<file path="src/rtl/pad_ring_ctrl_if.sv">
// ---------------------------------------------------------------------------
// pad_ring_ctrl_if
// Register-access port of the pad ring controller (req/gnt with a
// one-cycle response).
//   req    : access request
//   we     : 1 = write, 0 = read
//   addr   : pad index
//   wdata  : {smt, slw, puen, drv[1:0]}
//   gnt    : access accepted this cycle (combinational on req)
//   rvalid : response valid, one cycle after gnt
//   rdata  : read data (0 for write responses), same layout as wdata
// master = bus side issuing accesses, slave = pad_ring_ctrl.
// ---------------------------------------------------------------------------
interface pad_ring_ctrl_if #(
    parameter int AW = 5
);
    logic          req;
    logic          we;
    logic [AW-1:0] addr;
    logic [4:0]    wdata;
    logic          gnt;
    logic          rvalid;
    logic [4:0]    rdata;

    modport master (
        output req, we, addr, wdata,
        input  gnt, rvalid, rdata
    );

    modport slave (
        input  req, we, addr, wdata,
        output gnt, rvalid, rdata
    );
endinterface

</file>
<file path="src/rtl/pad_ring_ctrl.sv">
// ---------------------------------------------------------------------------
// pad_ring_ctrl
// Sequences pad-ring power-up and retention entry/exit (PWROK, IOPWROK,
// RETC, global OEN override) and holds the per-pad static configuration
// (DRV, PUEN, SLW, SMT) behind a req/gnt register port.
// Ports:
//   clk_i, rst_i       : clock, asynchronous active-high reset
//   en_i               : start power-up (looked at only in OFF)
//   ret_req_i          : retention request level
//   cfg_if             : register port (slave side)
//   pad_drv_o          : 2 bits per pad, pad p at [2p+1:2p]
//   pad_puen_o/slw/smt : 1 bit per pad
//   pad_oen_force_o    : 1 = all pad OENs forced high
//   pwrok_o, iopwrok_o, retc_o : pad-ring power-control nets
//   ready_o            : high only in ACTIVE
// ---------------------------------------------------------------------------
module pad_ring_ctrl #(
    parameter int NumPads      = 32,
    parameter int PwrokCycles  = 16,
    parameter int IopwrokCycles = 16,
    parameter int RetcCycles   = 8
) (
    input  logic                 clk_i,
    input  logic                 rst_i,
    input  logic                 en_i,
    input  logic                 ret_req_i,
    pad_ring_ctrl_if.slave       cfg_if,
    output logic [2*NumPads-1:0] pad_drv_o,
    output logic [NumPads-1:0]   pad_puen_o,
    output logic [NumPads-1:0]   pad_slw_o,
    output logic [NumPads-1:0]   pad_smt_o,
    output logic                 pad_oen_force_o,
    output logic                 pwrok_o,
    output logic                 iopwrok_o,
    output logic                 retc_o,
    output logic                 ready_o
);

    localparam int AW = $clog2(NumPads);
    localparam int MaxA = (PwrokCycles > IopwrokCycles) ? PwrokCycles : IopwrokCycles;
    localparam int MaxCyc = (MaxA > RetcCycles) ? MaxA : RetcCycles;
    localparam int CW = $clog2(MaxCyc + 1);

    localparam logic [CW-1:0] PwrokLoad   = CW'(PwrokCycles - 1);
    localparam logic [CW-1:0] IopwrokLoad = CW'(IopwrokCycles - 1);
    localparam logic [CW-1:0] RetcLoad    = CW'(RetcCycles - 1);

    typedef enum logic [2:0] {
        ST_OFF,
        ST_PWR_UP,
        ST_IO_UP,
        ST_RET_RELEASE,
        ST_ACTIVE,
        ST_RET_ENTER,
        ST_RETENTION
    } state_t;

    state_t        state_q, state_d;
    logic [CW-1:0] cnt_q, cnt_d;

    logic pwrok_q, iopwrok_q, retc_q, force_q, ready_q;
    logic rvalid_q;
    logic [4:0] rdata_q;
    logic [4:0] rd_val;
    logic       cfg_gnt;
    logic [4:0] pad_cfg [NumPads];

    // ------------------------------------------------------------------
    // Sequencer next state. The dwell counter is loaded with N-1 on entry
    // to a timed state; the state is left on the cycle it reads zero.
    // ------------------------------------------------------------------
    always_comb begin
        state_d = state_q;
        cnt_d   = (cnt_q != '0) ? cnt_q - 1'b1 : cnt_q;
        case (state_q)
            ST_OFF: begin
                if (en_i) begin
                    state_d = ST_PWR_UP;
                    cnt_d   = PwrokLoad;
                end
            end
            ST_PWR_UP: begin
                if (cnt_q == '0) begin
                    state_d = ST_IO_UP;
                    cnt_d   = IopwrokLoad;
                end
            end
            ST_IO_UP: begin
                if (cnt_q == '0) begin
                    state_d = ST_RET_RELEASE;
                    cnt_d   = RetcLoad;
                end
            end
            ST_RET_RELEASE: begin
                if (cnt_q == '0) begin
                    state_d = ST_ACTIVE;
                end
            end
            ST_ACTIVE: begin
                if (ret_req_i) begin
                    state_d = ST_RET_ENTER;
                    cnt_d   = RetcLoad;
                end
            end
            ST_RET_ENTER: begin
                if (cnt_q == '0) begin
                    state_d = ST_RETENTION;
                end
            end
            ST_RETENTION: begin
                if (!ret_req_i) begin
                    state_d = ST_RET_RELEASE;
                    cnt_d   = RetcLoad;
                end
            end
            default: begin
                state_d = ST_OFF;
                cnt_d   = '0;
            end
        endcase
    end

    // Pad-net outputs are flops loaded from the next state, so they change
    // on the same edge as the state and never glitch.
    always_ff @(posedge clk_i or posedge rst_i) begin
        if (rst_i) begin
            state_q   <= ST_OFF;
            cnt_q     <= '0;
            pwrok_q   <= 1'b0;
            iopwrok_q <= 1'b0;
            retc_q    <= 1'b1;
            force_q   <= 1'b1;
            ready_q   <= 1'b0;
        end else begin
            state_q   <= state_d;
            cnt_q     <= cnt_d;
            pwrok_q   <= (state_d != ST_OFF);
            iopwrok_q <= (state_d != ST_OFF) && (state_d != ST_PWR_UP);
            retc_q    <= (state_d != ST_RET_RELEASE) && (state_d != ST_ACTIVE);
            force_q   <= (state_d != ST_ACTIVE);
            ready_q   <= (state_d == ST_ACTIVE);
        end
    end

    assign pwrok_o         = pwrok_q;
    assign iopwrok_o       = iopwrok_q;
    assign retc_o          = retc_q;
    assign pad_oen_force_o = force_q;
    assign ready_o         = ready_q;

    // ------------------------------------------------------------------
    // Register port. Config is frozen while entering or in retention.
    // ------------------------------------------------------------------
    assign cfg_gnt    = cfg_if.req && (state_q != ST_RET_ENTER) && (state_q != ST_RETENTION);
    assign cfg_if.gnt = cfg_gnt;

    // Per-pad config flops. An address beyond the last pad matches no
    // pad, so such writes are dropped naturally.
    genvar gi;
    generate
        for (gi = 0; gi < NumPads; gi++) begin : g_pad
            logic [4:0] cfg_q;
            logic       wr_hit;

            assign wr_hit = cfg_gnt && cfg_if.we && (cfg_if.addr == AW'(gi));

            always_ff @(posedge clk_i or posedge rst_i) begin
                if (rst_i) begin
                    cfg_q <= '0;
                end else if (wr_hit) begin
                    cfg_q <= cfg_if.wdata;
                end
            end

            assign pad_cfg[gi]          = cfg_q;
            assign pad_drv_o[2*gi +: 2] = cfg_q[1:0];
            assign pad_puen_o[gi]       = cfg_q[2];
            assign pad_slw_o[gi]        = cfg_q[3];
            assign pad_smt_o[gi]        = cfg_q[4];
        end
    endgenerate

    // Read mux; an unmatched address reads as zero.
    always_comb begin
        rd_val = '0;
        for (int p = 0; p < NumPads; p++) begin
            if (cfg_if.addr == AW'(p)) begin
                rd_val = pad_cfg[p];
            end
        end
    end

    always_ff @(posedge clk_i or posedge rst_i) begin
        if (rst_i) begin
            rvalid_q <= 1'b0;
            rdata_q  <= '0;
        end else begin
            rvalid_q <= cfg_gnt;
            rdata_q  <= (cfg_gnt && !cfg_if.we) ? rd_val : 5'd0;
        end
    end

    assign cfg_if.rvalid = rvalid_q;
    assign cfg_if.rdata  = rdata_q;

endmodule

</file>
<file path="src/flat_wrapper.sv">
// flat-port wrapper written by rule: the top's interface ports become plain ports
module pad_ring_ctrl_flat 
#(
    parameter int NumPads      = 32,
    parameter int PwrokCycles  = 16,
    parameter int IopwrokCycles = 16,
    parameter int RetcCycles   = 8
)
  (clk_i, rst_i, en_i, ret_req_i, pad_drv_o, pad_puen_o, pad_slw_o, pad_smt_o, pad_oen_force_o, pwrok_o, iopwrok_o, retc_o, ready_o, cfg_if_req, cfg_if_we, cfg_if_addr, cfg_if_wdata, cfg_if_gnt, cfg_if_rvalid, cfg_if_rdata);
  pad_ring_ctrl_if #(.AW((5))) cfg_if_i ();
  input  logic clk_i;
  input  logic rst_i;
  input  logic en_i;
  input  logic ret_req_i;
  output logic [2*NumPads-1:0] pad_drv_o;
  output logic [NumPads-1:0] pad_puen_o;
  output logic [NumPads-1:0] pad_slw_o;
  output logic [NumPads-1:0] pad_smt_o;
  output logic pad_oen_force_o;
  output logic pwrok_o;
  output logic iopwrok_o;
  output logic retc_o;
  output logic ready_o;
  input wire logic [$bits(cfg_if_i.req)-1:0] cfg_if_req;
  input wire logic [$bits(cfg_if_i.we)-1:0] cfg_if_we;
  input wire logic [$bits(cfg_if_i.addr)-1:0] cfg_if_addr;
  input wire logic [$bits(cfg_if_i.wdata)-1:0] cfg_if_wdata;
  output wire logic [$bits(cfg_if_i.gnt)-1:0] cfg_if_gnt;
  output wire logic [$bits(cfg_if_i.rvalid)-1:0] cfg_if_rvalid;
  output wire logic [$bits(cfg_if_i.rdata)-1:0] cfg_if_rdata;
  assign cfg_if_i.req = cfg_if_req;
  assign cfg_if_i.we = cfg_if_we;
  assign cfg_if_i.addr = cfg_if_addr;
  assign cfg_if_i.wdata = cfg_if_wdata;
  assign cfg_if_gnt = cfg_if_i.gnt;
  assign cfg_if_rvalid = cfg_if_i.rvalid;
  assign cfg_if_rdata = cfg_if_i.rdata;
  pad_ring_ctrl #(.NumPads(NumPads), .PwrokCycles(PwrokCycles), .IopwrokCycles(IopwrokCycles), .RetcCycles(RetcCycles)) u_core (.clk_i(clk_i), .rst_i(rst_i), .en_i(en_i), .ret_req_i(ret_req_i), .cfg_if(cfg_if_i), .pad_drv_o(pad_drv_o), .pad_puen_o(pad_puen_o), .pad_slw_o(pad_slw_o), .pad_smt_o(pad_smt_o), .pad_oen_force_o(pad_oen_force_o), .pwrok_o(pwrok_o), .iopwrok_o(iopwrok_o), .retc_o(retc_o), .ready_o(ready_o));
endmodule
</file>
<file path="config.mk">
export PLATFORM = sky130hd
export DESIGN_NAME = pad_ring_ctrl_flat
export DESIGN_NICKNAME = d
export VERILOG_FILES = /design/src/rtl/pad_ring_ctrl_if.sv /design/src/rtl/pad_ring_ctrl.sv /design/src/flat_wrapper.sv
export SDC_FILE = /design/constraint.sdc
export NUM_CORES = 1
export LEC_CHECK = 0
export CORE_MARGIN = 2
export CORE_UTILIZATION = 45
export CTS_CLUSTER_DIAMETER = 100
export DETAILED_ROUTE_END_ITERATION = 7
export PLACE_DENSITY = 0.71
export SYNTH_ARGS = -nofsm -noshare
export SYNTH_HDL_FRONTEND = slang
export SYNTH_SLANG_ARGS = --single-unit
</file>
<file path="constraint.sdc">
create_clock -name clk_i -period 14.7 [get_ports clk_i]
set_input_delay 2.94 -clock clk_i [delete_from_list [all_inputs] [get_ports clk_i]]
set_output_delay 2.94 -clock clk_i [all_outputs]
set_load 0.01 [all_outputs]
</file>
# Yosys cells after proc, flatten, opt, wreduce, memory -nomap -nowiden
# Cells that the tools add are included.
# totals
input_bits,16
output_inout_bits,172
elab_cells,178
ff_bits,179
# op_classes
mux,48
eq_ne,43
n_reduce_logical,45
addsub,1
# op_table
cell,count
$mux 5,39
$eq 5x5->1 const B,16
$eq 5x4->1 const B,8
$logic_and 1x1->1,38
$pmux 5 s6,1
$mux 3,7
$pmux 3 s7,1
$eq 5x3->1 const B,4
$eq 3x3->1 const B,4
$eq 5x2->1 const B,2
$logic_not 5->1,2
$ne 3x3->1 const B,3
$eq 3x2->1 const B,2
$eq 5x1->1 const B,1
$reduce_bool 5->1,1
$sub 5x1->5 const B,1
$eq 3x1->1 const B,1
$logic_not 3->1,1
$ne 3x1->1 const B,1
$ne 3x2->1 const B,1
$reduce_bool 3->1,1
$reduce_or 2->1,1
$logic_not 1->1,1

# Longest topological paths before layout
# depth
ltp_word,34
depth_mapped,10
mapped_depth_nobuf,9

# Worst setup path after synthesis
# Ideal clock, no wire load.
# synth_path
kind,input-to-output
startpoint,input cfg_if_req
endpoint,output cfg_if_gnt
t_arrival_ps,3173
cell_stages,1
path_buffers,0
path_slack_ps,8587
path_cell_list,a21boi_2
# synth_via
elab_chain_len,2
# synth_lines
item,line,rtl
start: declaration,flat_wrapper.sv:24,input wire logic [$bits(cfg_if_i.req)-1:0] cfg_if_req;
$logic_and 1x1->1 (2 in series),pad_ring_ctrl.sv:154,assign cfg_gnt = cfg_if.req && (state_q != ST_RET_ENTER) && (state_q != ST_RETENTION);
end: declaration,flat_wrapper.sv:28,output wire logic [$bits(cfg_if_i.gnt)-1:0] cfg_if_gnt;
# Every way passes these cells.

# Worst setup path after layout
# Ends and elaborated chain as after synthesis.

==> results.cfg <==
[yosys]
yosysWarningCount = 0
async_flop_share_pct = 100
synth_cell_types = 68
ys_seq_area_share_pct = 48.6
synth_ff_type = dfrtp_1
avgSynthCellArea_um2 = 11.2
synth_edf_count = 0
syn_inst = 822
ys_seq_elements = 179
syn_area_um2 = 9210
yosys.area.top_type = dfrtp_1
synth_top_cell_area_share_pct = 48.1
syn_nets = 840
yosys-top-cells-area = dfrtp_1 (48%), mux2_2 (20%), mux2i_1 (2.7%)

[grt]
grt-busiest-layer = met2
grt.met3_usage_pct = 7.30
grt_usage_pct = 27.1
grt_max_degree = 115
grt_pass1_wl_um = 44500
antenna_found_initial = 0
grtUsageMet2_pct = 41.1
grt_remaining_overflow = 0
grt_pass1_vias = 7459
use_met1_pct = 37.8

[clock_tree]
cts-root-buf = clkbuf_16
cts_tree = done
cts_setup_buffers = 0
clkTransAtPathRegs_ns = 0.06
cts_hold_buf = 0
cts_sinks = 179
clockBufferDepth = 2
cts_resized = 0
numCtsBuffers = 17
h-tree-depth = 4
clk_latency_ns = 0.44

[sta]
fmax_mhz = 140
slew_headroom_pct = 29.1
fin_crit_ns = 7.16
rsz0062_at_grt = false
post-route-period-util_pct = 48.7
fin_tns_setup_ns = 0
hold_slack_ns = 0.529
worstMarginPinSlew_ns = 1.06
final_max_slew_viol_count = 0
finalHoldViolCount = 0
skew_ns = 0.00773
setup_viol = 0

[power]
peakVddDrop_mv = 0.0870
power_frac_comb_pct = 28.8
p_leak_nw = 4.99
powerDensity_nw_per_um2 = 133
switching_share_pct = 31.3
internal_power_mw = 1.08
p_sw_uw = 491
clockPowerShare_pct = 27.6
power_frac_seq_pct = 43.5

[layout]
multiInputGateArea_um2 = 4390
drive_gt1_share_pct = 22.9
fillCellCount = 1771
antennaDiodeCount = 0
areaGrowthSynthToFinish_pct = 27.8
nNetsFinal = 997
design_area_um2 = 11800
seq_area_um2 = 4480

[status]
status = completed

[critical_path]
worstPathRequired_ns = 11.76
worstSetupStartpoint = cfg_if_req
r2r-start = u_core.state_q[0]$_DFF_PP0_
crit_chain = clkdlybuf4s50_1 -> a21boi_2 -> clkdlybuf4s50_1
cp.arrival_ns = 4.22
r2r_cells = 6
worst-path-max-fanout = 5
path_common_cell = clkdlybuf4s50_1
path_class = input pin to output port
start_kind = input pin
cp_slowest_stage_delay_ns = 0.58
cp-end-kind = output port
slowest_stage = clkdlybuf4s50_1
regToRegEndpoint = u_core.g_pad[21].cfg_q[0]$_DFFE_PP0P_
r2r_slack_ns = 12.10

[floorplan]
core_um2 = 20200
die_h_um = 147
rows = 52
die_w_um = 147
ios = 188
initial_core_util_pct = 45.7
die_area_um2 = 21600

[detailed_routing]
vias = 7557
drt.antenna.violating_nets = 0
viasPerCell = 5.99
dr.pass1.iters = 5
drc_errors = 0
drtIter0Drc = 851
drt_wl_total_um = 29100
wire_per_inst_um = 23.1

[placed_design]
routabilityCongestion = 0.975
placement.io_buffers = 187
place_hpwl_um = 19900
dpl-instance-area_um2 = 11200

[run]
maxCapViolations = 0

[worst_hold_path]
worstHoldStart = u_core.g_pad[5].cfg_q[3]$_DFFE_PP0P_
hold_path_end = u_core.g_pad[5].cfg_q[3]$_DFFE_PP0P_
holdPathStages = 1
hp-class = flop to flop
## worst max-delay path, delay by kind of cell
family | cells | cell delay (ns)
AO/OA/AOI/OAI | 1 | 0.24
buffers and inverters | 2 | 1.04
## state kept, by name, indices dropped and copies added, names as in the netlist
register and count:
u_core.g_pad.cfg_q 160, u_core.cfg_if.rdata 5, u_core.cnt_q 5, u_core.state_q 3
u_core.cfg_if.rvalid 1, u_core.iopwrok_o 1, u_core.pad_oen_force_o 1, u_core.pwrok_o 1
u_core.ready_o 1, u_core.retc_o 1
## power by group through the flow
stage	sequential [mW]	combinational (mW)	clock (mW)
6_report	0.683	0.453	0.433
5_1_grt	0.695	0.487	0.456
4_1_cts	0.682	0.453	0.436
3_5_place_dp	0.690	0.450	0
3_3_place_gp	0.689	0.443	0
2_1_floorplan	0.690	0.201	0
## cells in the final DEF, fill, tap and decap left out, drive strengths merged, types with 15 or more instances in the layout
cell,n
nor3,18
dfrtp,177
a21oi,35
nor2,68
mux2,166
o21ai,40
clkdlybuf4s50,185
mux2i,25
clkbuf,24
nand2,39
a211oi,15
inv,18
## area by class of cell
| type | count | share of cell area (%) |
|---|---|---|
| timing repair buffer | 197 | 16.5 |
| sequential | 179 | 38.1 |
| multi-input combinational | 566 | 37.3 |
| inverter | 18 | 0.616 |
| clock buffer | 24 | 4.01 |
| clock inverter | 8 | 0.680 |
| tap | 270 | 2.87 |
## through the flow
stage	instances	power [mW]	util, %	setup slack [ns]
after detailed placement	1230	1.14	55.7	7.55
final	1262	1.57	58.4	7.54
after global placement	1230	1.13	55.7	7.59
after floorplan	822	0.891	-	6.90
after CTS	1262	1.57	58.4	7.54
after global routing	1262	1.64	58.4	7.46
## synthesized netlist by cell type (3+ instances only)
master     count
dfrtp_1      177
mux2_2       161
nor2_1        63
o21ai_0       39
a21oi_1       35
nand2_1       35
clkbuf_1      29
buf_2         26
mux2i_1       25
inv_1         18
nor3_1        18
a211oi_1      15
nand2b_1      13
nor3b_1       10
o22ai_1       10
a31oi_1        9
nand3_1        9
nor2b_1        9
a22oi_1        6
nand3b_1       6
o211ai_1       6
a2bb2oi_1      5
a32oi_1        5
and3_1         5
mux2_1         5
nor2_2         5
or3_1          5
mux4_2         4
nand2_2        4
o221ai_1       4
a21boi_0       3
and2_1         3
o2111ai_1      3
xor2_1         3
## layer usage
metal | vias up | wire (um)
met5 | - | 0
met4 | 0 | 811
met3 | 66 | 2580
met2 | 424 | 13200
met1 | 3751 | 12500
li1 | 3316 | -
## worst max path at each step
stage                                       endpoint
finish                                    cfg_if_gnt
global route                              cfg_if_gnt
CTS                                       cfg_if_gnt
detailed placement                        cfg_if_gnt
global placement                          cfg_if_gnt
floorplan           u_core.cfg_if.rdata[0]$_DFF_PP0_
## kinds of logic (layout without fill, tap and decap cells)
kind of cell	after synthesis	after routing	synth area share, %
fa+ha+maj	2	2	0.272
buf+inv	77	247	3.65
mux	195	195	24.0
simple gates	204	204	11.6
compound gates	162	162	11.5
flops	179	179	48.6
xor+xnor	3	3	0.285
No activity file was read; power rests on OpenSTA's default activity.
